**config.mk**
```make
export PLATFORM = sky130hd
export DESIGN_NAME = mips_muldiv_unit
export DESIGN_NICKNAME = d
export VERILOG_FILES = /design/src/rtl/mips_pkg.sv /design/src/rtl/mips_muldiv_iter.sv /design/src/rtl/mips_muldiv_unit.sv
export SDC_FILE = /design/constraint.sdc
export NUM_CORES = 1
export LEC_CHECK = 0
export CAP_MARGIN = 5
export CELL_PAD_IN_SITES_DETAIL_PLACEMENT = 0
export CELL_PAD_IN_SITES_GLOBAL_PLACEMENT = 1
export CORE_MARGIN = 3
export CORE_UTILIZATION = 40
export DETAILED_ROUTE_END_ITERATION = 10
export PLACE_DENSITY = 0.79
export SYNTH_ARGS = -nofsm -noshare
export SYNTH_HDL_FRONTEND = slang
export SYNTH_HIERARCHICAL = 1
export SYNTH_SLANG_ARGS = --single-unit
```
**constraint.sdc**
```tcl
create_clock -name Clk -period 11.5 [get_ports Clk]
set_input_delay 3.45 -clock Clk [delete_from_list [all_inputs] [get_ports Clk]]
set_output_delay 3.45 -clock Clk [all_outputs]
set_load 0.02 [all_outputs]
```
**src/rtl/mips_pkg.sv**
```systemverilog
// Shared types and constants for the MIPS core datapath blocks.
package mips_pkg;

    typedef enum logic [1:0] {MD_MULT, MD_MULTU, MD_DIV, MD_DIVU} muldiv_op_e;
    typedef enum logic [1:0] {MD_IDLE, MD_CALC, MD_FIX} muldiv_state_e;

    localparam int MD_ITERS = 32;
    localparam int MD_CNT_W = $clog2(MD_ITERS);

    function automatic logic md_is_signed(input muldiv_op_e op);
        return (op == MD_MULT) || (op == MD_DIV);
    endfunction

    function automatic logic md_is_div(input muldiv_op_e op);
        return (op == MD_DIV) || (op == MD_DIVU);
    endfunction

endpackage

```
**src/rtl/mips_muldiv_iter.sv**
```systemverilog
// 64-bit accumulator with one radix-2 shift-add (multiply) or restoring
// shift-subtract (divide) step per cycle on unsigned magnitudes.
module mips_muldiv_iter
    import mips_pkg::*;
#(
    parameter int WIDTH = 32
) (
    input  logic               Clk,
    input  logic               Reset,
    input  logic               i_load,
    input  logic               i_step,
    input  logic               i_is_div,
    input  logic [WIDTH-1:0]   i_a,
    input  logic [WIDTH-1:0]   i_b,
    output logic [2*WIDTH-1:0] o_acc
);

    logic [2*WIDTH-1:0] r_acc;
    logic [2*WIDTH-1:0] w_next;
    logic [WIDTH:0]     w_sum;
    logic [WIDTH:0]     w_rem;
    logic [WIDTH:0]     w_diff;

    // NOTE: every signal gets a default at the top of always_comb so no path leaves it unassigned (no latch).
    always_comb begin
        w_sum  = '0;
        w_rem  = '0;
        w_diff = '0;
        w_next = r_acc;
        if (i_is_div) begin
            // Partial remainder shifted left with the next dividend bit; borrow means "does not fit".
            w_rem  = r_acc[2*WIDTH-1:WIDTH-1];
            w_diff = w_rem - {1'b0, i_b};
            if (!w_diff[WIDTH])
                w_next = {w_diff[WIDTH-1:0], r_acc[WIDTH-2:0], 1'b1};
            else
                w_next = {w_rem[WIDTH-1:0], r_acc[WIDTH-2:0], 1'b0};
        end else begin
            w_sum  = {1'b0, r_acc[2*WIDTH-1:WIDTH]} +
                     (r_acc[0] ? {1'b0, i_b} : {(WIDTH+1){1'b0}});
            w_next = {w_sum, r_acc[WIDTH-1:1]};
        end
    end

    // NOTE: sequential state uses non-blocking assignments so every flop samples pre-edge values.
    always_ff @(posedge Clk or posedge Reset) begin
        if (Reset)
            r_acc <= '0;
        else if (i_load)
            r_acc <= {{WIDTH{1'b0}}, i_a};
        else if (i_step)
            r_acc <= w_next;
    end

    assign o_acc = r_acc;

endmodule

```
**src/rtl/mips_muldiv_unit.sv**
```systemverilog
// Iterative MULT/MULTU/DIV/DIVU unit holding the architectural HI/LO registers.
// Operands are reduced to magnitudes on launch; signs are reapplied in FIX.
module mips_muldiv_unit
    import mips_pkg::*;
#(
    parameter int             WIDTH   = 32,
    parameter logic [WIDTH-1:0] DIV0_LO = 32'hFFFF_FFFF
) (
    input  logic             Clk,
    input  logic             Reset,
    input  logic             Start,
    input  logic [1:0]       Op,
    input  logic [WIDTH-1:0] OpA,
    input  logic [WIDTH-1:0] OpB,
    input  logic             MtHi,
    input  logic             MtLo,
    output logic [WIDTH-1:0] Hi,
    output logic [WIDTH-1:0] Lo,
    output logic             Busy,
    output logic             Done
);

    muldiv_state_e       r_state;
    logic [MD_CNT_W-1:0] r_cnt;
    logic                r_is_div;
    logic                r_neg_q;
    logic                r_neg_r;
    logic                r_div0;
    logic [WIDTH-1:0]    r_raw_a;
    logic [WIDTH-1:0]    r_b_mag;

    muldiv_op_e          w_op;
    logic                w_signed;
    logic                w_load;
    logic [WIDTH-1:0]    w_a_mag;
    logic [WIDTH-1:0]    w_b_mag;
    logic [2*WIDTH-1:0]  w_acc;
    logic [2*WIDTH-1:0]  w_prod;
    logic [WIDTH-1:0]    w_q;
    logic [WIDTH-1:0]    w_r;
    logic [WIDTH-1:0]    w_hi_fix;
    logic [WIDTH-1:0]    w_lo_fix;

    assign w_op     = muldiv_op_e'(Op);
    assign w_signed = md_is_signed(w_op);
    assign w_load   = (r_state == MD_IDLE) && Start;
    // Unsigned magnitude: 0x8000_0000 negates to itself, which reads correctly as 2^31.
    assign w_a_mag  = (w_signed && OpA[WIDTH-1]) ? -OpA : OpA;
    assign w_b_mag  = (w_signed && OpB[WIDTH-1]) ? -OpB : OpB;

    mips_muldiv_iter #(.WIDTH(WIDTH)) u_iter (
        .Clk      (Clk),
        .Reset    (Reset),
        .i_load   (w_load),
        .i_step   (r_state == MD_CALC),
        .i_is_div (w_load ? md_is_div(w_op) : r_is_div),
        .i_a      (w_a_mag),
        .i_b      (r_b_mag),
        .o_acc    (w_acc)
    );

    always_comb begin
        w_prod   = r_neg_q ? -w_acc : w_acc;
        w_q      = r_neg_q ? -w_acc[WIDTH-1:0] : w_acc[WIDTH-1:0];
        w_r      = r_neg_r ? -w_acc[2*WIDTH-1:WIDTH] : w_acc[2*WIDTH-1:WIDTH];
        w_hi_fix = w_prod[2*WIDTH-1:WIDTH];
        w_lo_fix = w_prod[WIDTH-1:0];
        if (r_is_div) begin
            w_hi_fix = r_div0 ? r_raw_a : w_r;
            w_lo_fix = r_div0 ? DIV0_LO : w_q;
        end
    end

    always_ff @(posedge Clk or posedge Reset) begin
        if (Reset) begin
            r_state  <= MD_IDLE;
            r_cnt    <= '0;
            r_is_div <= 1'b0;
            r_neg_q  <= 1'b0;
            r_neg_r  <= 1'b0;
            r_div0   <= 1'b0;
            r_raw_a  <= '0;
            r_b_mag  <= '0;
            Hi       <= '0;
            Lo       <= '0;
            Busy     <= 1'b0;
            Done     <= 1'b0;
        end else begin
            Done <= 1'b0;
            case (r_state)
                MD_IDLE: begin
                    // MT writes land even when Start launches in the same cycle; FIX overwrites later.
                    if (MtHi) Hi <= OpA;
                    if (MtLo) Lo <= OpA;
                    if (Start) begin
                        r_state  <= MD_CALC;
                        r_cnt    <= MD_CNT_W'(MD_ITERS - 1);
                        r_is_div <= md_is_div(w_op);
                        r_neg_q  <= w_signed && (OpA[WIDTH-1] ^ OpB[WIDTH-1]);
                        r_neg_r  <= w_signed && md_is_div(w_op) && OpA[WIDTH-1];
                        r_div0   <= md_is_div(w_op) && (OpB == '0);
                        r_raw_a  <= OpA;
                        r_b_mag  <= w_b_mag;
                        Busy     <= 1'b1;
                    end
                end
                MD_CALC: begin
                    r_cnt <= r_cnt - 1'b1;
                    if (r_cnt == '0)
                        r_state <= MD_FIX;
                end
                MD_FIX: begin
                    Hi      <= w_hi_fix;
                    Lo      <= w_lo_fix;
                    Busy    <= 1'b0;
                    Done    <= 1'b1;
                    r_state <= MD_IDLE;
                end
                default: r_state <= MD_IDLE;
            endcase
        end
    end

endmodule

```
==> results.json, run 1 <==
{
  "rr_worst_depth": 12,
  "p_per_area_mw_per_mm2": 334,
  "fin_skew_ps": 41.1,
  "dp.final_hpwl_mm": 41.2,
  "critPathCapture": "u_iter/o_acc[15]$_DFFE_PP0P_",
  "synth_warnings": 6,
  "antenna_found_initial": 0,
  "nNetsFinal": 2352,
  "wirelength_mm": 56.0,
  "worstSetupEndpointType": "flop",
  "drive_gt1_frac": 0.0498,
  "r2r_slack_ps": 7380,
  "avgRoutedWirePerCell_um": 20.3,
  "gp_congestion": 0.909,
  "cts_root_buf": "clkbuf_16",
  "ctsHoldBuffers": 0,
  "cts_buffers": 27,
  "synth_edf_count": 0,
  "ys.flop_type": "dfrtp_1",
  "mostFrequentLayoutCell": "nand2_1",
  "r2r-start": "u_iter/o_acc[31]$_DFFE_PP0P_",
  "p_leak_nw": 7.99,
  "clk_pin_slew_ps": 60,
  "fp.dieH_um": 211,
  "layoutNonFillerInstCount": 2762,
  "cts_tree": "built",
  "synth_cell_type_count": 84,
  "hold_viol": 0,
  "design.core.area_mm2": 0.0411,
  "slew_violations": 0,
  "rsz0062_at_grt": "no",
  "final_cell_mix": "337 x nand2_1, 253 x o21ai_0, 204 x dfrtp_1, 136 x clkdlybuf4s50_1, 130 x nor2_1",
  "route.detailed.drc": 0,
  "max_clock_freq_mhz": 161,
  "die_area_mm2": 0.0445,
  "required_ps": 11910,
  "grt_usage": 0.247,
  "syn_avg_cell_area_um2": 7.83,
  "fillers": 4125,
  "post_cts.repair.setup_buffers": 0,
  "max_slew_margin": 0.236,
  "clock-sinks": 205,
  "cts_resized": 0,
  "io_pins": 137,
  "finalSetupViolations": 0,
  "vdd_drop_max_mv": 0.126,
  "syn_inst": 2145,
  "reg2reg_to": "u_iter/o_acc[56]$_DFFE_PP0P_",
  "grt_pass1_wl_mm": 88.9,
  "fin_tns_setup_ps": 0,
  "worstMarginPinSlew_ps": 1150,
  "h-tree-depth": 1,
  "vias": 16300,
  "stdcell_area_mm2": 0.0195,
  "timing.hold.ws_ps": 470,
  "drt-pass1-iter-count": 5,
  "initialDrtViolationCount": 1051,
  "antenna_left": 0,
  "syn-num-nets": 2288,
  "cp.arrival_ps": 6620,
  "dpl_cell_area_mm2": 0.0185,
  "viasPerCell": 5.91,
  "port_buffers": 136,
  "overflow": 0,
  "grt_max_degree": 114,
  "startpoint_type": "input port",
  "status": "completed",
  "synthArstFlopShare": 1.00,
  "ys_seq_area_frac": 0.306,
  "min-delay-path-class": "reg -> reg",
  "clkLatencyLatePin_ps": 580,
  "place_inst": 2712,
  "crit_path_start": "Start",
  "finalCritPeriodShare": 0.540,
  "ys_ff_latch": 205,
  "cp_max_fo": 113,
  "std_cell_rows": 74,
  "fp.dieW_um": 211,
  "grt_pass1_vias": 15800,
  "syn_area_mm2": 0.0168,
  "clk_path_buf_depth": 3,
  "max_cap_viol_count": 0,
  "area_growth_pct": 16.2,
  "crit_type": "in -> reg",
  "layout_min_cycle_time_ps": 6210,
  "start_util": 0.408
}
-- power by group --
group | switching (W) | leakage, nW | total (W) | internal (W)
registers | 0.000526 | 2.48 | 0.00161 | 0.00109
logic | 0.00233 | 5.04 | 0.00399 | 0.00165
clock network | 0.000349 | 0.468 | 0.000928 | 0.000579
total | 0.00321 | 7.99 | 0.00652 | 0.00332
-- sequential cells by signal (all words and copies together) (netlist names) --
signal / cells
Hi: 32
r_state: 2
Done: 1
Busy: 1
r_neg_q: 1
r_b_mag: 32
u_iter/o_acc: 64
r_neg_r: 1
r_is_div: 1
r_raw_a: 32
r_div0: 1
Lo: 32
r_cnt: 5
-- cell usage after synthesis, types with 11 or more instances --
cell type / number / share of area
xor2_1: 62 / 0.032
o31ai_1: 31 / 0.014
o21ai_0: 255 / 0.076
a211oi_1: 26 / 0.012
a21o_1: 23 / 0.010
nand2_1: 338 / 0.076
or3_1: 23 / 0.0086
dfrtp_1: 205 / 0.31
xnor2_1: 107 / 0.056
and2_1: 38 / 0.014
a31oi_1: 25 / 0.0093
and3_1: 14 / 0.0052
nor2b_1: 18 / 0.0067
clkbuf_1: 103 / 0.023
nand2b_1: 23 / 0.0086
inv_1: 76 / 0.017
mux2i_1: 57 / 0.034
a311oi_1: 11 / 0.0057
o221ai_1: 11 / 0.0057
or4_1: 24 / 0.011
nor3_1: 40 / 0.012
nand3_1: 39 / 0.012
a22oi_1: 17 / 0.0076
o21a_1: 13 / 0.0058
o22ai_1: 37 / 0.014
a21oi_1: 110 / 0.033
nor4_1: 19 / 0.0071
nand4_1: 17 / 0.0063
o211ai_1: 28 / 0.013
nor2_1: 131 / 0.029
o41ai_1: 16 / 0.0083
buf_1: 14 / 0.0031
ha_1: 70 / 0.052
-- layout make-up --
class                   count  area, um^2  share of cell area
repair buffers            160        1540              0.0790
clock buffers              41         778              0.0399
multi-input cells        1736       10900               0.559
clock inverters             8         184             0.00943
diodes                      1        2.50            0.000128
flip-flops and latches    205        5130               0.263
inverters                  79         303              0.0155
well taps                 532         666              0.0341
-- kinds of logic after synthesis --
| kind of cell | count (synthesis) | synth area share |
|---|---|---|
| buffers and inverters | 204 | 0.0469 |
| multiplexers | 60 | 0.0360 |
| XOR/XNOR | 169 | 0.0882 |
| flip-flops | 205 | 0.306 |
| adder cells (fa/ha/maj) | 72 | 0.0546 |
| AND/OR/NAND/NOR | 763 | 0.217 |
| AO/OA/AOI/OAI | 672 | 0.252 |
-- worst max-delay path, stage by stage --
cell and delay (ps):
clkdlybuf4s50_1 520, nand2_4 60, clkinv_2 70, buf_4 830, nand2_1 220, o21ai_4 300, buf_4 570, mux2i_1 270
nand2_1 80, o21ai_0 100, o21ai_0 90
-- per-layer routing --
layer / GRT usage / part of all wire / vias up / wire [um]
met4: 0.0769 / 0.035 / 0 / 1930
met1: 0.335 / 0.44 / 7795 / 24800
met5: 0 / 0 / - / 0
met2: 0.416 / 0.46 / 558 / 26000
li1: - / - / 7883 / -
met3: 0.0290 / 0.057 / 101 / 3200
-- per-stage QoR --
stage | power [W] | setup slack (ps) | util
floorplan | 0.00437 | 4270 | -
global placement | 0.00549 | 4760 | 0.451
detailed placement | 0.00555 | 4680 | 0.451
CTS | 0.00650 | 5300 | 0.475
global route | 0.00707 | 4960 | 0.475
finish | 0.00652 | 5290 | 0.475
-- worst min path at each step --
stage,cells past startpoint,slack (ps),to,start
after global placement,2,460,r_raw_a[14]$_DFFE_PP0P_,r_raw_a[14]$_DFFE_PP0P_
after detailed placement,2,460,r_raw_a[20]$_DFFE_PP0P_,r_raw_a[20]$_DFFE_PP0P_
after global routing,2,500,r_raw_a[25]$_DFFE_PP0P_,r_raw_a[25]$_DFFE_PP0P_
final,2,470,r_raw_a[20]$_DFFE_PP0P_,r_raw_a[20]$_DFFE_PP0P_
after floorplan,2,440,r_raw_a[10]$_DFFE_PP0P_,r_raw_a[10]$_DFFE_PP0P_
after CTS,2,470,r_raw_a[20]$_DFFE_PP0P_,r_raw_a[20]$_DFFE_PP0P_
(Power assumes the default switching activity.)
==> run 2, diff against run 1 <==
==> constraint.sdc (replaced) <==
create_clock -name Clk -period 5.8 [get_ports Clk]
set_input_delay 1.74 -clock Clk [delete_from_list [all_inputs] [get_ports Clk]]
set_output_delay 1.74 -clock Clk [all_outputs]
set_load 0.02 [all_outputs]
==> results.json, run 2 (synthesized netlist as in run 1, its figures left out) <==
{
  "status": "completed",
  "initialDrtViolationCount": 1361,
  "hold_viol": 0,
  "largest_reg_flops": 64,
  "critPathMaxStageDelay_ps": 540,
  "std_cell_rows": 74,
  "fp.dieW_um": 211,
  "fp.dieH_um": 211,
  "n_antenna_cell": 0,
  "wirelength_mm": 56.4,
  "p_per_area_mw_per_mm2": 657,
  "layout_min_cycle_time_ps": 4390,
  "place_inst": 2717,
  "grt_pass1_vias": 15800,
  "startpoint_type": "input port",
  "avgRoutedWirePerCell_um": 20.4,
  "critPathTopFamily": "simple AND/OR/NAND/NOR gates",
  "rsz0062_at_grt": "no",
  "cts_buffers": 28,
  "grt_max_degree": 106,
  "mostFrequentLayoutCell": "nand2_1",
  "fin_skew_ps": 25.7,
  "overflow": 0,
  "fin_tns_setup_ps": 0,
  "grt_usage": 0.250,
  "min-delay-path-class": "reg -> reg",
  "cp_max_fo": 7,
  "cts_tree": "built",
  "drt-pass1-iter-count": 5,
  "antenna_found_initial": 0,
  "route.detailed.drc": 0,
  "path_buf_inv": 1,
  "clkLatencyLatePin_ps": 570,
  "clk_path_buf_depth": 3,
  "layoutNonFillerInstCount": 2768,
  "timing.hold.ws_ps": 475,
  "start_util": 0.408,
  "cp.arrival_ps": 4790,
  "utilization": 0.473,
  "max_cap_viol_count": 0,
  "finalCritPeriodShare": 0.757,
  "viasPerCell": 5.93,
  "max_slew_margin": 0.280,
  "post_cts.repair.setup_buffers": 0,
  "drive_gt1_frac": 0.0514,
  "gp_congestion": 0.925,
  "final_cell_mix": "337 x nand2_1, 253 x o21ai_0, 204 x dfrtp_1, 136 x clkdlybuf4s50_1, 130 x nor2_1",
  "worstMarginPinSlew_ps": 1080,
  "cts_resized": 0,
  "dp.final_hpwl_mm": 42.0,
  "port_buffers": 136,
  "path_cells": "clkdlybuf4s50_1 > or3_1 > or4_1 > or3_1 > nor3_2 > nand2_1 > o41ai_1 > xnor2_1 > nand2_1 > o21ai_0",
  "slew_violations": 0,
  "cts_root_buf": "clkbuf_16",
  "crit_type": "in -> reg",
  "nNetsFinal": 2358,
  "max_clock_freq_mhz": 228,
  "fillers": 4129,
  "p_total_w": 0.0128,
  "p_leak_nw": 7.96,
  "vias": 16400,
  "crit_path_top_delay_cell": "clkdlybuf4s50_1",
  "required_ps": 6200,
  "grt_pass1_wl_mm": 89.3,
  "clk_pin_slew_ps": 50,
  "vdd_drop_max_mv": 0.259,
  "worstSetupEndpointType": "flop",
  "die_area_mm2": 0.0445,
  "finalSetupViolations": 0,
  "h-tree-depth": 1,
  "area_growth_pct": 15.9,
  "antenna_left": 0,
  "clock-sinks": 205,
  "design.core.area_mm2": 0.0411,
  "io_pins": 137,
  "ctsHoldBuffers": 0
}
[run 2: final timing paths]
kind | startpoint | endpoint | slack [ps] | depth (start not counted)
worst max-delay path | OpA[2] | u_iter/o_acc[25]$_DFFE_PP0P_ | 1410 | 10
worst min-delay path | Lo[23]$_DFFE_PP0P_ | Lo[23]$_DFFE_PP0P_ | 470 | 2
worst max register to register | u_iter/o_acc[31]$_DFFE_PP0P_ | u_iter/o_acc[53]$_DFFE_PP0P_ | 1740 | 12
worst min register to register | Lo[23]$_DFFE_PP0P_ | Lo[23]$_DFFE_PP0P_ | 470 | 2
max in group asynchronous | Reset | r_b_mag[12]$_DFFE_PP0P_ | 3010 | 3
min in group asynchronous | Reset | u_iter/o_acc[4]$_DFFE_PP0P_ | 1730 | 2
[run 2: per-layer routing]
layer  wire length [um]  global-route usage  vias up
li1                   -                   -     7901
met1              25100               0.344     7781
met2              25700               0.403      610
met3               3330              0.0293      135
met4               2330              0.0963        0
met5                  0                   0        -
[run 2: metrics by stage]
stage | cell area, um^2 | setup slack, ps
2_1_floorplan | 16800 | 279
3_3_place_gp | 18600 | 897
3_5_place_dp | 18600 | 822
4_1_cts | 19500 | 1410
5_1_grt | 19500 | 1200
6_report | 19500 | 1410
[run 2: area by class of cell]
type | instances | area (um^2) | share of cell area
Multi-Input combinational cell | 1736 | 10900 | 0.560
Clock inverter | 7 | 78.8 | 0.00405
Sequential cell | 205 | 5130 | 0.264
Tap cell | 532 | 666 | 0.0342
Clock buffer | 44 | 801 | 0.0411
Timing Repair Buffer | 165 | 1580 | 0.0811
Inverter | 79 | 303 | 0.0156
[run 2: worst register-to-register path, cell delays in order (launching register included)]
cell and delay (ps):
dfrtp_1 440, inv_1 200, ha_1 280, fa_1 390
nand2b_1 200, a21oi_1 350, o21ai_2 170, a2111oi_4 470
o21a_2 260, nor3_2 90, nor2_8 540, nand3_1 320
o221ai_1 270
[run 2: where the power goes]
group	internal, W	switching (W)
Combinational	0.00328	0.00465
Clock	0.000988	0.000674
Sequential	0.00215	0.00104
Total	0.00642	0.00637
==> run 3, diff against run 2 <==
--- a/config.mk
+++ b/config.mk
@@ -11,7 +11,7 @@
 export CORE_MARGIN = 3
 export CORE_UTILIZATION = 40
 export DETAILED_ROUTE_END_ITERATION = 10
-export PLACE_DENSITY = 0.79
+export PLACE_DENSITY = 0.82
 export SYNTH_ARGS = -nofsm -noshare
 export SYNTH_HDL_FRONTEND = slang
 export SYNTH_HIERARCHICAL = 1
==> constraint.sdc (replaced) <==
create_clock -name Clk -period 3.87 [get_ports Clk]
set_input_delay 1.161 -clock Clk [delete_from_list [all_inputs] [get_ports Clk]]
set_output_delay 1.161 -clock Clk [all_outputs]
set_load 0.02 [all_outputs]
==> results.json, run 3 (synthesized netlist as in run 1, its figures left out) <==
{
  "status": "completed",
  "fillers": 4035,
  "die_area_mm2": 0.0445,
  "startpoint_type": "flop",
  "vdd_drop_max_mv": 0.400,
  "p_leak_nw": 8.41,
  "design.core.area_mm2": 0.0411,
  "max_slew_margin": 0.373,
  "p_total_w": 0.0200,
  "worstMarginPinSlew_ps": 938,
  "h-tree-depth": 1,
  "p_per_area_mw_per_mm2": 990,
  "antenna_left": 0,
  "rsz0062_at_grt": "no",
  "p_seq_frac": 0.221,
  "layoutNonFillerInstCount": 2847,
  "finalSetupViolations": 0,
  "clk_pin_slew_ps": 70,
  "largest_reg_flops": 64,
  "min-delay-path-class": "reg -> reg",
  "required_ps": 4300,
  "dp.final_hpwl_mm": 43.9,
  "p_sw_frac": 0.490,
  "drt-pass1-iter-count": 5,
  "place_inst": 2798,
  "gp_congestion": 0.948,
  "slew_violations": 0,
  "fp.dieW_um": 211,
  "wl_met3_mm": 3.92,
  "cts_tree": "built",
  "final_cell_mix": "337 x nand2_1, 253 x o21ai_0, 204 x dfrtp_1, 136 x clkdlybuf4s50_1, 130 x nor2_1",
  "routed.top_layer": "met4",
  "overflow": 0,
  "seq_area_mm2": 0.00513,
  "intPower_w": 0.0102,
  "hold_viol": 0,
  "worstSetupEndpointType": "flop",
  "cp.arrival_ps": 4010,
  "area_growth_pct": 20.4,
  "io_pins": 137,
  "port_buffers": 136,
  "grt_usage": 0.256,
  "nNetsFinal": 2438,
  "start_util": 0.408,
  "n_antenna_cell": 0,
  "cts_root_buf": "clkbuf_16",
  "wl_met2_mm": 27.2,
  "antenna_found_initial": 1,
  "wirelength_mm": 58.6,
  "mostFrequentLayoutCell": "nand2_1",
  "avgRoutedWirePerCell_um": 20.6,
  "wl_met1_mm": 25.7,
  "finalCritPeriodShare": 0.926,
  "multiInputGateArea_mm2": 0.0109,
  "clkLatencyLatePin_ps": 570,
  "fin_skew_ps": 13.2,
  "route.detailed.drc": 0,
  "cp_max_fo": 9,
  "clk_path_buf_depth": 3,
  "grt_max_degree": 113,
  "drive_gt1_frac": 0.0881,
  "max_cap_viol_count": 0,
  "std_cell_rows": 74,
  "clock-sinks": 205,
  "grt_pass1_vias": 16300,
  "cts_buffers": 27,
  "comb_power_share": 0.642,
  "crit_type": "reg -> reg",
  "grt_pass1_wl_mm": 91.4,
  "max_clock_freq_mhz": 279,
  "switching_power_w": 0.00981,
  "fp.dieH_um": 211,
  "vias": 16900,
  "ctsHoldBuffers": 0,
  "viasPerCell": 5.95,
  "p_clk_frac": 0.138,
  "layout_min_cycle_time_ps": 3580,
  "initialDrtViolationCount": 1446
}
## run 3: changes by cell type in the layout (fill, tap and decap cells not counted), moves of 3 or more
cell,before,now
clkbuf_8,4,7
bufinv_16,1,4
clkbuf_1,12,3
buf_12,0,3
buf_4,29,107
## run 3: worst max-delay path: stages, from the launching register on
cell and delay [ps]:
dfrtp_1 350, inv_1 130, ha_1 250, fa_1 390, nand2b_1 200, a21oi_1 330, o21ai_2 180, a2111oi_4 420
o21a_2 260, o21ai_1 140, nand2_2 270, a21oi_1 100, a2111oi_0 420
## run 3: area by class of cell
cell class                 count  share of cell area
tap                          532              0.0329
multi-input combinational   1736               0.540
clock inverter                12             0.00923
inverter                      79              0.0149
timing repair buffer         246               0.110
sequential                   205               0.254
clock buffer                  37              0.0388
## run 3: power groups by stage
stage / Combinational [W] / Clock, W / Sequential, W
final: 0.0128 / 0.00276 / 0.00442
after global placement: 0.0124 / 0 / 0.00437
after detailed placement: 0.0126 / 0 / 0.00440
after global routing: 0.0141 / 0.00287 / 0.00454
after CTS: 0.0127 / 0.00280 / 0.00437
after floorplan: 0.00853 / 0 / 0.00446
## run 3: routing by layer
layer,GRT usage,up-vias
li1,-,8057
met3,0.0315,114
met4,0.0774,0
met2,0.427,682
met1,0.349,8092
met5,0,-
## run 3: metrics by stage
| step | setup TNS, ps | hold slack (ps) | area [um^2] | utilization | worst slack [ps] |
|---|---|---|---|---|---|
| 3_3_place_gp | -292 | 455 | 19200 | 0.468 | -145 |
| 3_5_place_dp | -309 | 460 | 19200 | 0.468 | -153 |
| 2_1_floorplan | 0 | 438 | 16800 | - | 372 |
| 6_report | 0 | 477 | 20200 | 0.492 | 288 |
| 4_1_cts | 0 | 476 | 20200 | 0.491 | 293 |
| 5_1_grt | 0 | 506 | 20200 | 0.492 | 1.15 |
## run 3: repair_timing
item,4_1_cts,5_1_grt
endpoints found under the hold margin,0,0
setup endpoints to repair,0,1
resized for setup,0,1
buffers inserted,0,0
## run 3: final timing paths
check	from	end	slack, ps	cells past startpoint
max	u_iter/o_acc[31]$_DFFE_PP0P_	u_iter/o_acc[55]$_DFFE_PP0P_	290	12
min	Lo[28]$_DFFE_PP0P_	Lo[28]$_DFFE_PP0P_	480	2
max reg2reg	u_iter/o_acc[31]$_DFFE_PP0P_	u_iter/o_acc[55]$_DFFE_PP0P_	290	12
min reg2reg	Lo[28]$_DFFE_PP0P_	Lo[28]$_DFFE_PP0P_	480	2
max in group asynchronous	Reset	r_neg_q$_DFFE_PP0P_	2080	3
min in group asynchronous	Reset	u_iter/o_acc[2]$_DFFE_PP0P_	1180	3
